===== src/rtl/jtvigil_dwnld_pkg.sv =====
// ---------------------------------------------------------------------------
// jtvigil_dwnld_pkg
// Shared types for the ROM download to SDRAM converter:
//   state_t     - request FSM states
//   region_t    - download address regions (four SDRAM banks, PROM, discard)
//   wr_req_t    - one pending SDRAM byte write (bank, word address, byte, lane)
//   PROM_SIZE   - size in bytes of the colour-PROM region
//   lane_mask() - byte lane to active-high "do not write" mask
// ---------------------------------------------------------------------------
package jtvigil_dwnld_pkg;

  typedef enum logic [1:0] {
    ST_IDLE = 2'd0,
    ST_REQ  = 2'd1,
    ST_WAIT = 2'd2
  } state_t;

  // The SDRAM banks come first so "region <= RG_BA3" means "goes to SDRAM".
  typedef enum logic [2:0] {
    RG_BA0  = 3'd0,
    RG_BA1  = 3'd1,
    RG_BA2  = 3'd2,
    RG_BA3  = 3'd3,
    RG_PROM = 3'd4,
    RG_DROP = 3'd5
  } region_t;

  localparam int unsigned PROM_SIZE = 1024;

  typedef struct packed {
    logic [1:0]  ba;
    logic [21:0] addr;
    logic [7:0]  data;
    logic        lane;   // 0 = low byte, 1 = high byte
  } wr_req_t;

  // The byte goes on the lane named by the offset LSB, the other lane is masked.
  function automatic logic [1:0] lane_mask(input logic lane);
    return lane ? 2'b01 : 2'b10;
  endfunction

endpackage


===== src/rtl/jtvigil_dwnld_map.sv =====
// ---------------------------------------------------------------------------
// jtvigil_dwnld_map
// Combinational decode of a download byte address into its region, SDRAM
// bank and byte offset relative to the start of that region.
//   addr   in  25  ioctl byte address
//   region out 3   region_t code (banks 0..3, PROM, drop)
//   ba     out 2   SDRAM bank (0 for PROM/drop)
//   offset out 23  byte offset from the region start
// ---------------------------------------------------------------------------
module jtvigil_dwnld_map
  import jtvigil_dwnld_pkg::*;
#(
  parameter logic [24:0] BA1_START  = 25'h04_0000,
  parameter logic [24:0] BA2_START  = 25'h06_0000,
  parameter logic [24:0] BA3_START  = 25'h0E_0000,
  parameter logic [24:0] PROM_START = 25'h12_0000
) (
  input  logic [24:0] addr,
  output logic [2:0]  region,
  output logic [1:0]  ba,
  output logic [22:0] offset
);

  localparam logic [24:0] PROM_END = PROM_START + 25'(PROM_SIZE);

  region_t     region_sel;
  logic [22:0] base;

  always_comb begin
    region_sel = RG_DROP;
    ba         = 2'd0;
    base       = PROM_START[22:0];
    if (addr < BA1_START) begin
      region_sel = RG_BA0;
      base       = 23'd0;
    end else if (addr < BA2_START) begin
      region_sel = RG_BA1;
      ba         = 2'd1;
      base       = BA1_START[22:0];
    end else if (addr < BA3_START) begin
      region_sel = RG_BA2;
      ba         = 2'd2;
      base       = BA2_START[22:0];
    end else if (addr < PROM_START) begin
      region_sel = RG_BA3;
      ba         = 2'd3;
      base       = BA3_START[22:0];
    end else if (addr < PROM_END) begin
      region_sel = RG_PROM;
      base       = PROM_START[22:0];
    end
  end

  // Offsets never exceed 23 bits, so subtracting only the low bits is exact.
  assign offset = addr[22:0] - base;
  assign region = region_sel;

endmodule


===== src/rtl/jtvigil_dwnld.sv =====
// ---------------------------------------------------------------------------
// jtvigil_dwnld
// Turns the byte-wide ioctl download stream into word-wide SDRAM programming
// requests (prog_*), with a one-entry buffer for bytes arriving while a write
// is in flight. Colour-PROM bytes bypass the SDRAM path via prom_we.
// Ports:
//   clk, rst_n                        clock, async active-low reset
//   downloading, ioctl_addr/dout/wr   download byte stream
//   prog_addr/data/mask/ba/we/rd      SDRAM programming request (held until ack)
//   prog_ack, prog_rdy                arbiter accept / write complete
//   prom_we/addr/data                 one-cycle PROM byte write
//   dwnld_busy                        download active or SDRAM writes pending
//   overflow                          sticky: a byte was lost (buffer full)
// ---------------------------------------------------------------------------
module jtvigil_dwnld
  import jtvigil_dwnld_pkg::*;
#(
  parameter logic [24:0] BA1_START  = 25'h04_0000,
  parameter logic [24:0] BA2_START  = 25'h06_0000,
  parameter logic [24:0] BA3_START  = 25'h0E_0000,
  parameter logic [24:0] PROM_START = 25'h12_0000
) (
  input  logic        clk,
  input  logic        rst_n,
  input  logic        downloading,
  input  logic [24:0] ioctl_addr,
  input  logic [7:0]  ioctl_dout,
  input  logic        ioctl_wr,
  output logic [21:0] prog_addr,
  output logic [15:0] prog_data,
  output logic [1:0]  prog_mask,
  output logic [1:0]  prog_ba,
  output logic        prog_we,
  output logic        prog_rd,
  input  logic        prog_ack,
  input  logic        prog_rdy,
  output logic        prom_we,
  output logic [9:0]  prom_addr,
  output logic [7:0]  prom_data,
  output logic        dwnld_busy,
  output logic        overflow
);

  logic [2:0]  map_region;
  logic [1:0]  map_ba;
  logic [22:0] map_offset;

  jtvigil_dwnld_map #(
    .BA1_START  (BA1_START),
    .BA2_START  (BA2_START),
    .BA3_START  (BA3_START),
    .PROM_START (PROM_START)
  ) u_map (
    .addr   (ioctl_addr),
    .region (map_region),
    .ba     (map_ba),
    .offset (map_offset)
  );

  logic    byte_valid;
  logic    fresh_sdram;
  logic    fresh_prom;
  wr_req_t fresh_req;

  assign byte_valid  = downloading & ioctl_wr;
  assign fresh_sdram = byte_valid & (map_region <= 3'(RG_BA3));
  assign fresh_prom  = byte_valid & (map_region == 3'(RG_PROM));
  assign fresh_req   = '{ba: map_ba, addr: map_offset[22:1],
                         data: ioctl_dout, lane: map_offset[0]};

  // State and datapath registers
  state_t      state_reg, state_next;
  wr_req_t     buf_reg, buf_next;
  logic        buf_valid_reg, buf_valid_next;
  logic [21:0] prog_addr_reg;
  logic [15:0] prog_data_reg;
  logic [1:0]  prog_mask_reg;
  logic [1:0]  prog_ba_reg;
  logic        prog_we_reg, we_next;
  logic        prom_we_reg;
  logic [9:0]  prom_addr_reg;
  logic [7:0]  prom_data_reg;
  logic        busy_reg;
  logic        overflow_reg;
  logic        downloading_reg;

  // Control decisions for this cycle
  logic    done;         // current SDRAM write completes this cycle
  logic    start_ok;     // a new request may be loaded this cycle
  logic    load_en;
  wr_req_t load_req;
  logic    draining;     // buffer entry moves to prog_* this cycle
  logic    fresh_taken;  // incoming byte goes straight to prog_*
  logic    ovf_set;

  always_comb begin
    state_next     = state_reg;
    we_next        = prog_we_reg;
    buf_next       = buf_reg;
    buf_valid_next = buf_valid_reg;
    done           = 1'b0;
    start_ok       = 1'b0;
    load_en        = 1'b0;
    load_req       = fresh_req;
    draining       = 1'b0;
    fresh_taken    = 1'b0;
    ovf_set        = 1'b0;

    case (state_reg)
      ST_IDLE: start_ok = 1'b1;
      ST_REQ: begin
        if (prog_ack) begin
          we_next = 1'b0;
          // ack and rdy together: accepted and finished in one cycle
          if (prog_rdy) begin
            done       = 1'b1;
            start_ok   = 1'b1;
            state_next = ST_IDLE;
          end else begin
            state_next = ST_WAIT;
          end
        end
      end
      ST_WAIT: begin
        if (prog_rdy) begin
          done       = 1'b1;
          start_ok   = 1'b1;
          state_next = ST_IDLE;
        end
      end
      default: begin
        state_next = ST_IDLE;
        we_next    = 1'b0;
      end
    endcase

    // Older buffered byte always goes before a newly arriving one.
    if (start_ok) begin
      if (buf_valid_reg) begin
        load_en        = 1'b1;
        load_req       = buf_reg;
        draining       = 1'b1;
        buf_valid_next = 1'b0;
      end else if (fresh_sdram) begin
        load_en     = 1'b1;
        fresh_taken = 1'b1;
      end
    end

    if (load_en) begin
      state_next = ST_REQ;
      we_next    = 1'b1;
    end

    // A byte that could not start a request is parked; the slot is free if
    // empty or if its occupant is leaving this very cycle.
    if (fresh_sdram && !fresh_taken) begin
      if (!buf_valid_reg || draining) begin
        buf_next       = fresh_req;
        buf_valid_next = 1'b1;
      end else begin
        ovf_set = 1'b1;
      end
    end
  end

  always_ff @(posedge clk or negedge rst_n) begin
    if (!rst_n) begin
      state_reg <= ST_IDLE;
    end else begin
      state_reg <= state_next;
    end
  end

  always_ff @(posedge clk or negedge rst_n) begin
    if (!rst_n) begin
      buf_reg         <= '0;
      buf_valid_reg   <= 1'b0;
      prog_addr_reg   <= 22'd0;
      prog_data_reg   <= 16'd0;
      prog_mask_reg   <= 2'b11;
      prog_ba_reg     <= 2'd0;
      prog_we_reg     <= 1'b0;
      prom_we_reg     <= 1'b0;
      prom_addr_reg   <= 10'd0;
      prom_data_reg   <= 8'd0;
      busy_reg        <= 1'b0;
      overflow_reg    <= 1'b0;
      downloading_reg <= 1'b0;
    end else begin
      buf_reg         <= buf_next;
      buf_valid_reg   <= buf_valid_next;
      prog_we_reg     <= we_next;
      downloading_reg <= downloading;

      // prog_* only change when a new request is loaded, so they stay stable
      // for as long as prog_we is high.
      if (load_en) begin
        prog_addr_reg <= load_req.addr;
        prog_data_reg <= {load_req.data, load_req.data};
        prog_mask_reg <= lane_mask(load_req.lane);
        prog_ba_reg   <= load_req.ba;
      end

      prom_we_reg <= fresh_prom;
      if (fresh_prom) begin
        prom_addr_reg <= map_offset[9:0];
        prom_data_reg <= ioctl_dout;
      end

      // A loss in the same cycle as a new session start is still reported.
      if (ovf_set) begin
        overflow_reg <= 1'b1;
      end else if (downloading && !downloading_reg) begin
        overflow_reg <= 1'b0;
      end

      // Built from next-state values so it falls together with the FSM
      // returning to idle.
      busy_reg <= downloading | (state_next != ST_IDLE) | buf_valid_next;
    end
  end

  assign prog_addr  = prog_addr_reg;
  assign prog_data  = prog_data_reg;
  assign prog_mask  = prog_mask_reg;
  assign prog_ba    = prog_ba_reg;
  assign prog_we    = prog_we_reg;
  assign prog_rd    = 1'b0;
  assign prom_we    = prom_we_reg;
  assign prom_addr  = prom_addr_reg;
  assign prom_data  = prom_data_reg;
  assign dwnld_busy = busy_reg;
  assign overflow   = overflow_reg;

endmodule


===== config.mk =====
export PLATFORM = sky130hd
export DESIGN_NAME = jtvigil_dwnld
export DESIGN_NICKNAME = d
export VERILOG_FILES = /design/src/rtl/jtvigil_dwnld_pkg.sv /design/src/rtl/jtvigil_dwnld_map.sv /design/src/rtl/jtvigil_dwnld.sv
export SDC_FILE = /design/constraint.sdc
export NUM_CORES = 1
export LEC_CHECK = 0
export ABC_AREA = 1
export BUFFER_PORTS_ARGS = -buffer_cell sky130_fd_sc_hd__buf_2
export CORE_ASPECT_RATIO = 1.2
export CORE_MARGIN = 2
export CORE_UTILIZATION = 54
export CTS_CLUSTER_DIAMETER = 80
export DETAILED_ROUTE_END_ITERATION = 10
export HOLD_SLACK_MARGIN = 0.1
export PLACE_DENSITY = 0.8
export SYNTH_ARGS = -nofsm -noshare
export SYNTH_HDL_FRONTEND = slang
export SYNTH_SLANG_ARGS = --single-unit

===== constraint.sdc =====
create_clock -name clk -period 1.5 [get_ports clk]
set_input_delay 0.15 -clock clk [delete_from_list [all_inputs] [get_ports clk]]
set_output_delay 0.15 -clock clk [all_outputs]
set_load 0.02 [all_outputs]

# After elaboration in Yosys (flattened, before gate mapping)
# Cells that the tools add are included.
dict set report op_classes {
  reduce_logical 12
  n_addsub 1
  bitwise 5
  eq_ne 5
  n_mux 41
  order_cmp 6
}
# op count
set op_table {}
lappend op_table {{two-way mux 23 bit} 3}
lappend op_table {{two-way mux 33 bit} 2}
lappend op_table {{less-than comparator 25 x 19 -> 1 bit (second input constant)} 2}
lappend op_table {{less-than comparator 25 x 21 -> 1 bit (second input constant)} 2}
lappend op_table {{less-than comparator 25 x 20 -> 1 bit (second input constant)} 1}
lappend op_table {{subtractor 23 bit} 1}
lappend op_table {{two-way mux 21 bit} 1}
lappend op_table {{two-way mux 1 bit} 19}
lappend op_table {{two-way mux 2 bit} 9}
lappend op_table {{two-way mux 3 bit} 4}
lappend op_table {{one-hot mux 2 bit (3 select lines)} 1}
lappend op_table {{AND reduction 2 bit} 2}
lappend op_table {{nonzero test 2 bit} 2}
lappend op_table {{AND 1 bit} 3}
lappend op_table {{== test 3 bit (second input constant)} 1}
lappend op_table {{<= comparator 3 x 2 -> 1 bit (second input constant)} 1}
lappend op_table {{logical NOT 1 bit} 3}
lappend op_table {{inequality test 3 bit (second input constant)} 1}
lappend op_table {{one-hot mux 1 bit (3 select lines)} 1}
lappend op_table {{== test 2 x 1 -> 1 bit (second input constant)} 1}
lappend op_table {{== test 2 bit (second input constant)} 1}
lappend op_table {{logical AND 1 bit} 2}
lappend op_table {{logical NOT 2 bit} 1}
lappend op_table {{inequality test 2 x 1 -> 1 bit (second input constant)} 1}
lappend op_table {{4 further kinds} 5}
dict set report word_totals {
  output_inout_bits 65
  regBits 101
}

# Longest topological paths before layout
# Gate-level depths: netlist of run 1.
dict set report depth {
  depth_word 15
  depth_mapped 15
}

# Modules after synthesis
# From an unflattened synthesis of run 1, not the netlist that was laid out.
dict set report hier_totals {
  cells_unflattened 651
  area_unflattened_um2 5001.0
}
# module cells_per_inst n_inst area_each_um2 seq_area_each_um2
set modules_own_cells {}
lappend modules_own_cells {jtvigil_dwnld 569 1 4494.3 2329.7}
lappend modules_own_cells {jtvigil_dwnld_map 82 1 506.7 0.0}

# Least setup slack after synthesis of run 1
# OpenSTA, ideal clock, no wires.
dict set report synth_timing {
  path_kind {input to register}
  start {input port ioctl_addr[24]}
  end {register prog_addr_reg[20] (netlist: prog_addr[20])}
  setup_ns 0.117
  arrival_time_ns 1.580
  slack_ns -0.197
  path_stages 11
  t_required_ns 1.383
  path_cell_list {nor2_1 nand2_2 nor2_1 inv_1 ha_1 fa_1 nand3b_1 nand3b_1 nand3_1 nand3_1 nand2_1}
}
dict set report synth_via {
  elab_chain_cells 11
  elab_cells_between_ends 22
  classes_between {add/sub (1); order compare (6); mux (14); bitwise (1)}
}
# item line_no
set synth_lines {}
lappend synth_lines {{from (decl)} jtvigil_dwnld.sv:26} ;# input logic [24:0] ioctl_addr,
lappend synth_lines {{branches (longest 11 deep; another with less-than comparator 25 x 21 -> 1 bit)} --}
lappend synth_lines {{to (signal assigned)} jtvigil_dwnld.sv:199} ;# prog_addr_reg <= load_req.addr;
lappend synth_lines {{to (decl)} jtvigil_dwnld.sv:75} ;# logic [21:0] prog_addr_reg;
# Several ways; the timed one is not identified.
# A chain may end at the register's enable or synchronous reset.

# Final worst setup path of run 1
dict set report layout_timing {
  start {register state_reg[1]}
  end {register prog_data_reg[7] (netlist: prog_data[7])}
}
dict set report layout_via {
  elab_chain_cells 3
  elab_cells_between_ends 6
  classes_between {eq/ne (2); mux (3); reduce/logical (1)}
}
# item line_no
set layout_lines {}
lappend layout_lines {{from (decl)} jtvigil_dwnld.sv:72} ;# state_t state_reg, state_next;
lappend layout_lines {{from (signal assigned)} jtvigil_dwnld.sv:171} ;# state_reg <= state_next;
lappend layout_lines {{== test 2 bit (tied with other cells)} jtvigil_dwnld.sv:109} ;# case (state_reg)
lappend layout_lines {{one-hot mux 1 bit (3 select lines) *} jtvigil_dwnld.sv:109}
lappend layout_lines {{two-way mux 33 bit / two-way mux 1 bit (equally long branches)} jtvigil_dwnld.sv:138} ;# if (start_ok) begin
lappend layout_lines {{to (signal assigned)} jtvigil_dwnld.sv:200} ;# prog_data_reg <= {load_req.data, load_req.data};
lappend layout_lines {{to (decl)} jtvigil_dwnld.sv:76} ;# logic [15:0] prog_data_reg;
# Every way passes the cells marked *; elsewhere a longest branch is shown, timed or not.

==> results of run 1 <==
## what timing repair did
action / 4_1_cts / 5_1_grt
hold buffers: 28 / 0
gates resized for setup: 23 / 128
endpoints found under the hold margin: 98 / 0
cloned: 4 / 8
pin swaps: 7 / 42
buffers inserted: 10 / 7
endpoints found under the setup margin: 65 / 87
## cells by family (layout without fill, tap and decap cells)
kind of cell	after synthesis	after routing	synth area share
simple gates	411	413	0.367
flops	93	93	0.525
buf+inv	61	236	0.0722
compound gates	13	13	0.0175
fa+ha+maj	5	5	0.0158
other cells	1	1	0.000845
xor+xnor	1	1	0.00197
## per-stage QoR
stage | std cells | setup TNS [ns] | total power [W] | instance area, sq um
2_1_floorplan | 585 | -0.0976 | 0.00341 | 4480
3_3_place_gp | 792 | -7.68 | 0.00377 | 5280
3_5_place_dp | 792 | -13.49 | 0.00380 | 5280
4_1_cts | 850 | -1.02 | 0.00552 | 6020
5_1_grt | 857 | -11.78 | 0.00581 | 6540
6_report | 857 | -7.73 | 0.00561 | 6540
## critical path, delay by kind of cell (launching register included)
| kind | cells | cell delay (ns) |
|---|---|---|
| buf+inv | 3 | 0.48 |
| compound gates | 1 | 0.23 |
| simple gates | 5 | 0.47 |
| flops | 1 | 0.46 |
## path summary, 6_finish.rpt
path,depth (start not counted),slack (ns),from,end
setup / recovery,9,-0.21,state_reg[1],prog_data[7]
hold / removal,4,0.13,downloading,overflow
setup reg to reg,9,-0.21,state_reg[1],prog_data[7]
hold reg to reg,2,0.49,prog_addr[20],prog_addr[20]
max in group asynchronous,3,0.68,rst_n,prog_addr[18]
min in group asynchronous,2,0.28,rst_n,prog_data[7]
## cells in the final DEF (no fill, tap or decap), types with 3 or more instances in the layout
cell type       instances
nand2_1               295
buf_2                  97
dfrtp_1                88
nand2_2                51
buf_4                  33
dlygate4sd3_1          25
inv_1                  24
nand2_4                18
buf_6                  14
nor2_1                 12
clkbuf_8               10
nand3_1                 9
buf_12                  9
nor2_4                  6
nand3_4                 5
clkbuf_16               5
clkinv_2                4
nor2_2                  4
o21ai_0                 3
o21ai_1                 3
dfrtp_2                 3
dlymetal6s4s_1          3
## routing by layer
| metal | share of wire | routed length (microns) | up-vias |
|---|---|---|---|
| li1 | - | - | 2108 |
| met4 | 0.058 | 928 | 0 |
| met3 | 0.080 | 1280 | 97 |
| met1 | 0.36 | 5730 | 2296 |
| met2 | 0.50 | 7960 | 338 |
| met5 | 0 | 0 | - |
## where the power goes
group          internal (W)  switching, W
Combinational      0.000413      0.000678
Clock              0.000816      0.000889
Sequential          0.00269      0.000127
## cell type report
type,count,share of cell area
clock inverters,4,0.00746
well taps,95,0.0182
inverters,31,0.0207
multi-input cells,433,0.340
repair inverters,1,0.000765
clock buffers,12,0.0222
flip-flops and latches,93,0.357
repair buffers,188,0.233
==> impl_metrics.json, run 1 <==
{
  "regArea_sq_um": 2330,
  "cp-end-kind": "flop",
  "grt_max_degree": 33,
  "drt_wl_total_mm": 15.9,
  "top_usage_layer": "met2",
  "drive_above_1_share": 0.374,
  "dp_hpwl_mm": 7.74,
  "path_class": "reg2reg",
  "diodes": 0,
  "multiInputGateArea_sq_um": 2230,
  "cpMostUsedCell": "nand2_1",
  "use_met3": 0.0508,
  "initial_core_util": 0.550,
  "drtIter0Drc": 386,
  "dr.pass1.iters": 5,
  "hold_viol_final": 0,
  "critPathMaxStageDelay_ns": 0.46,
  "crit_chain": "o21ai_4, buf_6, nand3_4, inv_6, clkbuf_16, nand2_2, nand2_1, nand2_1, nand2_1",
  "ys_warn_count": 0,
  "area_growth_pct": 47.4,
  "place_congestion": 0.856,
  "clock_insertion_delay_worst_skew_ns": 0.37,
  "die-area_sq_um": 8960,
  "setup_viol": 69,
  "grt_pass1_wl_mm": 20.2,
  "boundaryPins": 104,
  "netlist.area_leader.share": 0.513,
  "cts_tree": "done",
  "grt_pass1_vias": 4211,
  "grt_antenna_before_repair": 0,
  "powerDensity_nw_per_um2": 858,
  "core_sq_um": 8060,
  "async_flop_share": 1.00,
  "drc": 0,
  "cts_sinks": 93,
  "grt_usage": 0.295,
  "wire_per_inst_microns": 18.6,
  "synth_nets": 629,
  "synth_ff_type": "dfrtp_1",
  "cp.required_ns": 1.82,
  "fin_hold_ws_ns": 0.127,
  "fin_ws_ns": -0.213,
  "synth_commonest_cells": "nand2_1, dfrtp_1, inv_1, nor2_1",
  "p_leak_nw": 3.79,
  "min_period_ns": 1.71,
  "violations": "setup timing",
  "die_h_microns": 103,
  "fin_nets": 801,
  "syn_area_per_cell_sq_um": 7.58,
  "io_buffers": 102,
  "rows": 36,
  "slew_violations": 0,
  "period_share": 1.14,
  "netlist_instances": 585,
  "cts_root_buffer": "clkbuf_8",
  "via_per_inst": 5.65,
  "die_x_microns": 86.7,
  "num_vias": 4839,
  "cts_buffers": 9,
  "pre_cts_ws_ns": -0.307,
  "skew_ns": 0.0109,
  "yosysMostFrequentCell": "nand2_1",
  "cp_slowest_cell": "dfrtp_2",
  "synth-edff-count": 0,
  "syn_area_sq_um": 4440,
  "largest_reg_flops": 33,
  "grt_overflow": 0,
  "peakVddDrop_v": 0.000589,
  "cts_buffer_depth": 2,
  "crit_arrival_ns": 2.03,
  "hp-class": "in2reg",
  "grt.met2_usage": 0.512,
  "use_met1": 0.371,
  "fillerInstances": 457,
  "synth_seq_cells": 93,
  "fin_util": 0.811,
  "path_clk_slew_ns": 0.09,
  "postRouteAntennaNets": 0,
  "status": "finished with violations",
  "start_kind": "flop",
  "max_freq_ghz": 0.584,
  "cp_max_fo": 5,
  "max-cap-violations": 0,
  "yosys.area.top_type": "dfrtp_1",
  "synth_cell_types": 32,
  "ys_seq_area_frac": 0.525,
  "cts_max_level": 3,
  "yosys-top-cells-area": "dfrtp_1, nand2_1, buf_4, inv_1, nor2_1",
  "rsz0062_at_grt": "yes"
}
(Power assumes the default switching activity.)
==> inputs of run 2 (changes only) <==
Settings changed: CORE_ASPECT_RATIO 1.2 to 1.5.
==> run 2 against run 1 <==
Compared with the run above:
- the run still ends with setup timing left
- hold slack got worse by 0.0046 ns
- combinational power increased by 5%
- utilization increased by 2.5 points
- maximum frequency decreased by 0.40%
- non-clock buffer count increased by 11
- routed wire length increased by 1.6%
- setup slack got worse by 0.0068 ns
- critical path type unchanged
- largest cell class unchanged
- highest routed layer unchanged
==> impl_metrics.json, run 2 (synthesis gave the netlist of run 1 again) <==
{
  "status": "finished with violations",
  "violations": "setup timing",
  "rsz0062_at_grt": "yes",
  "start_kind": "flop",
  "max-cap-violations": 0,
  "period_share": 1.15,
  "skew_ns": 0.0110,
  "cts_buffer_depth": 2,
  "fin_nets": 810,
  "path_class": "reg2reg",
  "cts_tree": "done",
  "grt_max_degree": 42,
  "die_x_microns": 78.0,
  "diodes": 0,
  "min_period_ns": 1.72,
  "boundaryPins": 104,
  "largest_reg_flops": 33,
  "peakVddDrop_v": 0.000725,
  "grt_pass1_vias": 4787,
  "grt_usage": 0.326,
  "num_vias": 4971,
  "grt_antenna_before_repair": 0,
  "slew_violations": 0,
  "area_growth_pct": 50.9,
  "critPathMaxStageDelay_ns": 0.43,
  "rows": 40,
  "grt_overflow": 0,
  "fillerInstances": 438,
  "path_delay_family": "buffers and inverters",
  "multiInputGateArea_sq_um": 2190,
  "regArea_sq_um": 2330,
  "die_h_microns": 115,
  "fin_util": 0.836,
  "cts_root_buffer": "clkbuf_16",
  "p_leak_nw": 3.90,
  "max_freq_ghz": 0.581,
  "postLayoutCellArea_sq_um": 6690,
  "clock_insertion_delay_worst_skew_ns": 0.35,
  "drc": 0,
  "initial_core_util": 0.554,
  "setup_viol": 69,
  "cp_max_fo": 17,
  "drive_above_1_share": 0.380,
  "cts_sinks": 93,
  "worst-path-buf-inv": 5,
  "cts_max_level": 3,
  "cp.required_ns": 1.79,
  "grt_pass1_wl_mm": 22.5,
  "crit_chain": "buf_6, o21ai_4, buf_6, nand2_4, inv_4, nor2_4, buf_12, nor2_4, buf_12, nand2_1, nand2_1",
  "hold_viol_final": 0,
  "drtIter0Drc": 524,
  "wire_per_inst_microns": 18.4,
  "cp_slowest_cell": "dfrtp_1",
  "pre_cts_ws_ns": -0.325,
  "powerDensity_nw_per_um2": 933,
  "dr.pass1.iters": 7,
  "crit_arrival_ns": 2.01,
  "die-area_sq_um": 8970,
  "hp-class": "in2reg",
  "postRouteAntennaNets": 0,
  "via_per_inst": 5.67,
  "final_common_cell": "nand2_1",
  "drt_wl_total_mm": 16.2,
  "tns_ns": -11.48,
  "core_sq_um": 8010,
  "cts_buffers": 9,
  "io_buffers": 102,
  "path_clk_slew_ns": 0.07,
  "dp_hpwl_mm": 7.76,
  "placed_cell_area_sq_um": 5280,
  "final_cell_mix": "nand2_1, buf_2, dfrtp_1",
  "cp-end-kind": "flop",
  "place_congestion": 0.883,
  "fin_ws_ns": -0.220
}
==> run 2: cell types whose count changed in the layout (fill, tap and decap cells not counted), moves of 4 or more <==
cell       change
clkbuf_16      +7
nand2_4        -7
buf_2          +4
buf_4          +5
nand2_2        +8
clkbuf_8       -9
==> run 2: routing by layer <==
metal | GRT usage | up-vias | wire length, microns
li1 | - | 2115 | -
met1 | 0.356 | 2398 | 5480
met2 | 0.593 | 346 | 8390
met3 | 0.0549 | 112 | 1160
met4 | 0.192 | 0 | 1130
met5 | 0 | - | 0
==> run 2: path summary, 6_finish.rpt <==
| kind | from | end | slack (ns) | cells past startpoint |
|---|---|---|---|---|
| worst max-delay path | state_reg[1] | buf_reg[31] | -0.22 | 11 |
| worst min-delay path | prog_ack | state_reg[0] | 0.12 | 4 |
| worst max register to register | state_reg[1] | buf_reg[31] | -0.22 | 11 |
| worst min register to register | prog_mask[0] | prog_mask[0] | 0.47 | 2 |
| max in group asynchronous | rst_n | prog_mask[0] | 0.62 | 3 |
| min in group asynchronous | rst_n | buf_reg[31] | 0.27 | 2 |
==> run 2: tightest hold or removal path: stages <==
cell     delay [ns]
buf_2          0.09
nor3_1         0.05
inv_1          0.07
nand2_1        0.08
==> run 2: power by group <==
group	switching, W	internal (W)	leakage (nW)
registers	0.000112	0.00269	1.26
clock network	0.000957	0.00134	0.138
logic	0.000722	0.000417	2.50
==> run 2: metrics by stage <==
step | hold slack, ns | power, W | cells
global placement | 0.109 | 0.00377 | 802
global route | 0.168 | 0.00643 | 876
finish | 0.123 | 0.00625 | 876
floorplan | -0.146 | 0.00341 | 585
CTS | 0.117 | 0.00611 | 872
detailed placement | 0.116 | 0.00379 | 802
==> run 2: timing repair <==
| action | 4_1_cts | 5_1_grt |
|---|---|---|
| cloned | 5 | 3 |
| hold buffers | 27 | 0 |
| buffers inserted | 22 | 4 |
| setup endpoints to repair | 64 | 89 |
| hold endpoints to repair | 70 | 0 |
| pin swaps | 20 | 28 |
| resized for setup | 66 | 82 |
==> run 2: cell type report <==
| class | count | area share |
|---|---|---|
| clock inverters | 1 | 0.00449 |
| repair buffers | 199 | 0.241 |
| flip-flops and latches | 93 | 0.348 |
| multi-input cells | 432 | 0.327 |
| clock buffers | 15 | 0.0385 |
| well taps | 105 | 0.0196 |
| inverters | 31 | 0.0209 |
==> inputs of run 3 (changes only) <==
Settings changed: CORE_UTILIZATION 54 to 55, CTS_BUF_LIST set to sky130_fd_sc_hd__clkbuf_8, PLACE_DENSITY 0.8 to 0.81.
==> run 3 against run 2 <==
Compared with the run above:
- the flow still finishes with violations (setup timing)
- flip-flop and latch count unchanged
- setup slack improved by 0.22 ns
- routed wire length decreased by 31%
- maximum frequency increased by 15%
- combinational power decreased by 9.6%
- non-clock buffer count decreased by 28
- total power decreased by 6.9%
- clock skew decreased by 0.0028 ns
- cell area decreased by 11%
- critical path depth decreased by 2
- hold slack about the same
==> impl_metrics.json, run 3 (synthesis gave the netlist of run 1 again) <==
{
  "critPathMaxStageDelay_ns": 0.45,
  "grt_max_degree": 42,
  "max-cap-violations": 0,
  "rows": 40,
  "grt_overflow": 0,
  "max_freq_ghz": 0.666,
  "num_vias": 4193,
  "crit_chain": "o21ai_4, nand2_1, inv_2, nor2_2, inv_2, nand2_4, buf_12, nand2_1, nand2_1",
  "reg2reg_to": "buf_reg[18]",
  "final_cell_mix": "nand2_1, buf_2, dfrtp_1",
  "drtIter0Drc": 220,
  "drt_wl_total_mm": 11.1,
  "die_x_microns": 77.3,
  "hold_depth": 5,
  "cts_tree": "done",
  "area_growth_pct": 33.9,
  "place_congestion": 0.886,
  "grt_antenna_before_repair": 0,
  "skew_ns": 0.00818,
  "hp-class": "in2reg",
  "fin_hold_ws_ns": 0.123,
  "drive_above_1_share": 0.270,
  "cts_max_level": 3,
  "grt_pass1_wl_mm": 18.5,
  "initial_core_util": 0.561,
  "dr.pass1.iters": 5,
  "fin_nets": 781,
  "cp-end-kind": "flop",
  "cts_sinks": 93,
  "wl_met3_microns": 413,
  "core_sq_um": 7910,
  "grt_usage": 0.265,
  "fin_ws_ns": -0.000862,
  "peakVddDrop_v": 0.000853,
  "hold_viol_final": 0,
  "cp.required_ns": 1.76,
  "reg2reg_slack_ns": -0.0009,
  "cts_root_buffer": "clkbuf_8",
  "die-area_sq_um": 8820,
  "postRouteAntennaNets": 0,
  "cp_max_fo": 18,
  "drc": 0,
  "fin_util": 0.751,
  "start_kind": "flop",
  "met1_length_mm": 4.34,
  "period_share": 1.00,
  "via_per_inst": 4.95,
  "cp_slowest_cell": "dfrtp_2",
  "r2r_start": "state_reg[1]",
  "cts_buffer_depth": 2,
  "path_clk_slew_ns": 0.09,
  "rr_worst_depth": 9,
  "cts_buffers": 9,
  "min_period_ns": 1.50,
  "setup_viol": 1,
  "slew_violations": 0,
  "dp_hpwl_mm": 7.62,
  "path_class": "reg2reg",
  "tns_ns": -0.000862,
  "largest_reg_flops": 33,
  "boundaryPins": 104,
  "hp-start": "ioctl_addr[11]",
  "powerDensity_nw_per_um2": 979,
  "crit_arrival_ns": 1.76,
  "pre_cts_ws_ns": -0.304,
  "diodes": 0,
  "wire_per_inst_microns": 13.2,
  "final_common_cell": "nand2_1",
  "routed-wl-met2_mm": 6.11,
  "grt_pass1_vias": 4255,
  "rsz0062_at_grt": "yes",
  "cpMostUsedCell": "nand2_1",
  "min_to": "prog_addr[10]",
  "top_layer": "met4",
  "critPathLaunch": "state_reg[1]",
  "io_buffers": 102,
  "p_leak_nw": 3.56,
  "status": "finished with violations",
  "clock_insertion_delay_worst_skew_ns": 0.36,
  "die_h_microns": 114,
  "violations": "setup timing"
}
run 3: where the power goes:
group	total (W)	leakage (nW)	switching, W	internal (W)
Combinational	0.00103	2.19	0.000627	0.000398
Clock	0.00199	0.112	0.000880	0.00111
Sequential	0.00280	1.26	0.000106	0.00269
Total	0.00581	3.56	0.00161	0.00420
run 3: cell type report:
class	count	area, sq um
clock buffers	9	124
clock inverters	7	121
fillers	595	1970
inverters	31	120
multi-input cells	431	1900
flip-flops and latches	93	2330
well taps	105	131
repair buffers	171	1210
run 3: through the flow:
step,std cells,power [W],area [sq um]
2_1_floorplan,585,0.00341,4480
3_3_place_gp,800,0.00377,5300
3_5_place_dp,800,0.00380,5300
4_1_cts,844,0.00584,5850
5_1_grt,847,0.00608,5940
6_report,847,0.00581,5940
run 3: per-layer routing:
metal / vias up / global-route usage
met5: - / 0
met1: 1987 / 0.303
met3: 27 / 0.0348
met2: 122 / 0.485
met4: 0 / 0.129
li1: 2057 / -
run 3: worst max path at each step:
stage                    end  cells past startpoint
2_1_floorplan  prog_addr[20]                     11
3_3_place_gp   prog_addr[20]                     12
3_5_place_dp   prog_addr[20]                     12
4_1_cts          buf_reg[18]                      9
5_1_grt        prog_addr[16]                      8
6_report         buf_reg[18]                      9
run 3: repair_timing:
| item | 4_1_cts | 5_1_grt |
|---|---|---|
| setup endpoints to repair | 59 | 70 |
| setup buffers | 0 | 3 |
| pin swaps | 4 | 8 |
| resized for setup | 6 | 19 |
| endpoints found under the hold margin | 141 | 0 |
| hold buffers | 28 | 0 |
run 3: worst max-delay path, delay by kind of cell, from the launching register on:
| kind | cells | cell delay [ns] |
|---|---|---|
| buffers and inverters | 3 | 0.34 |
| DFF | 1 | 0.45 |
| and+or+nand+nor | 5 | 0.40 |
| AOI/OAI and AO/OA | 1 | 0.21 |
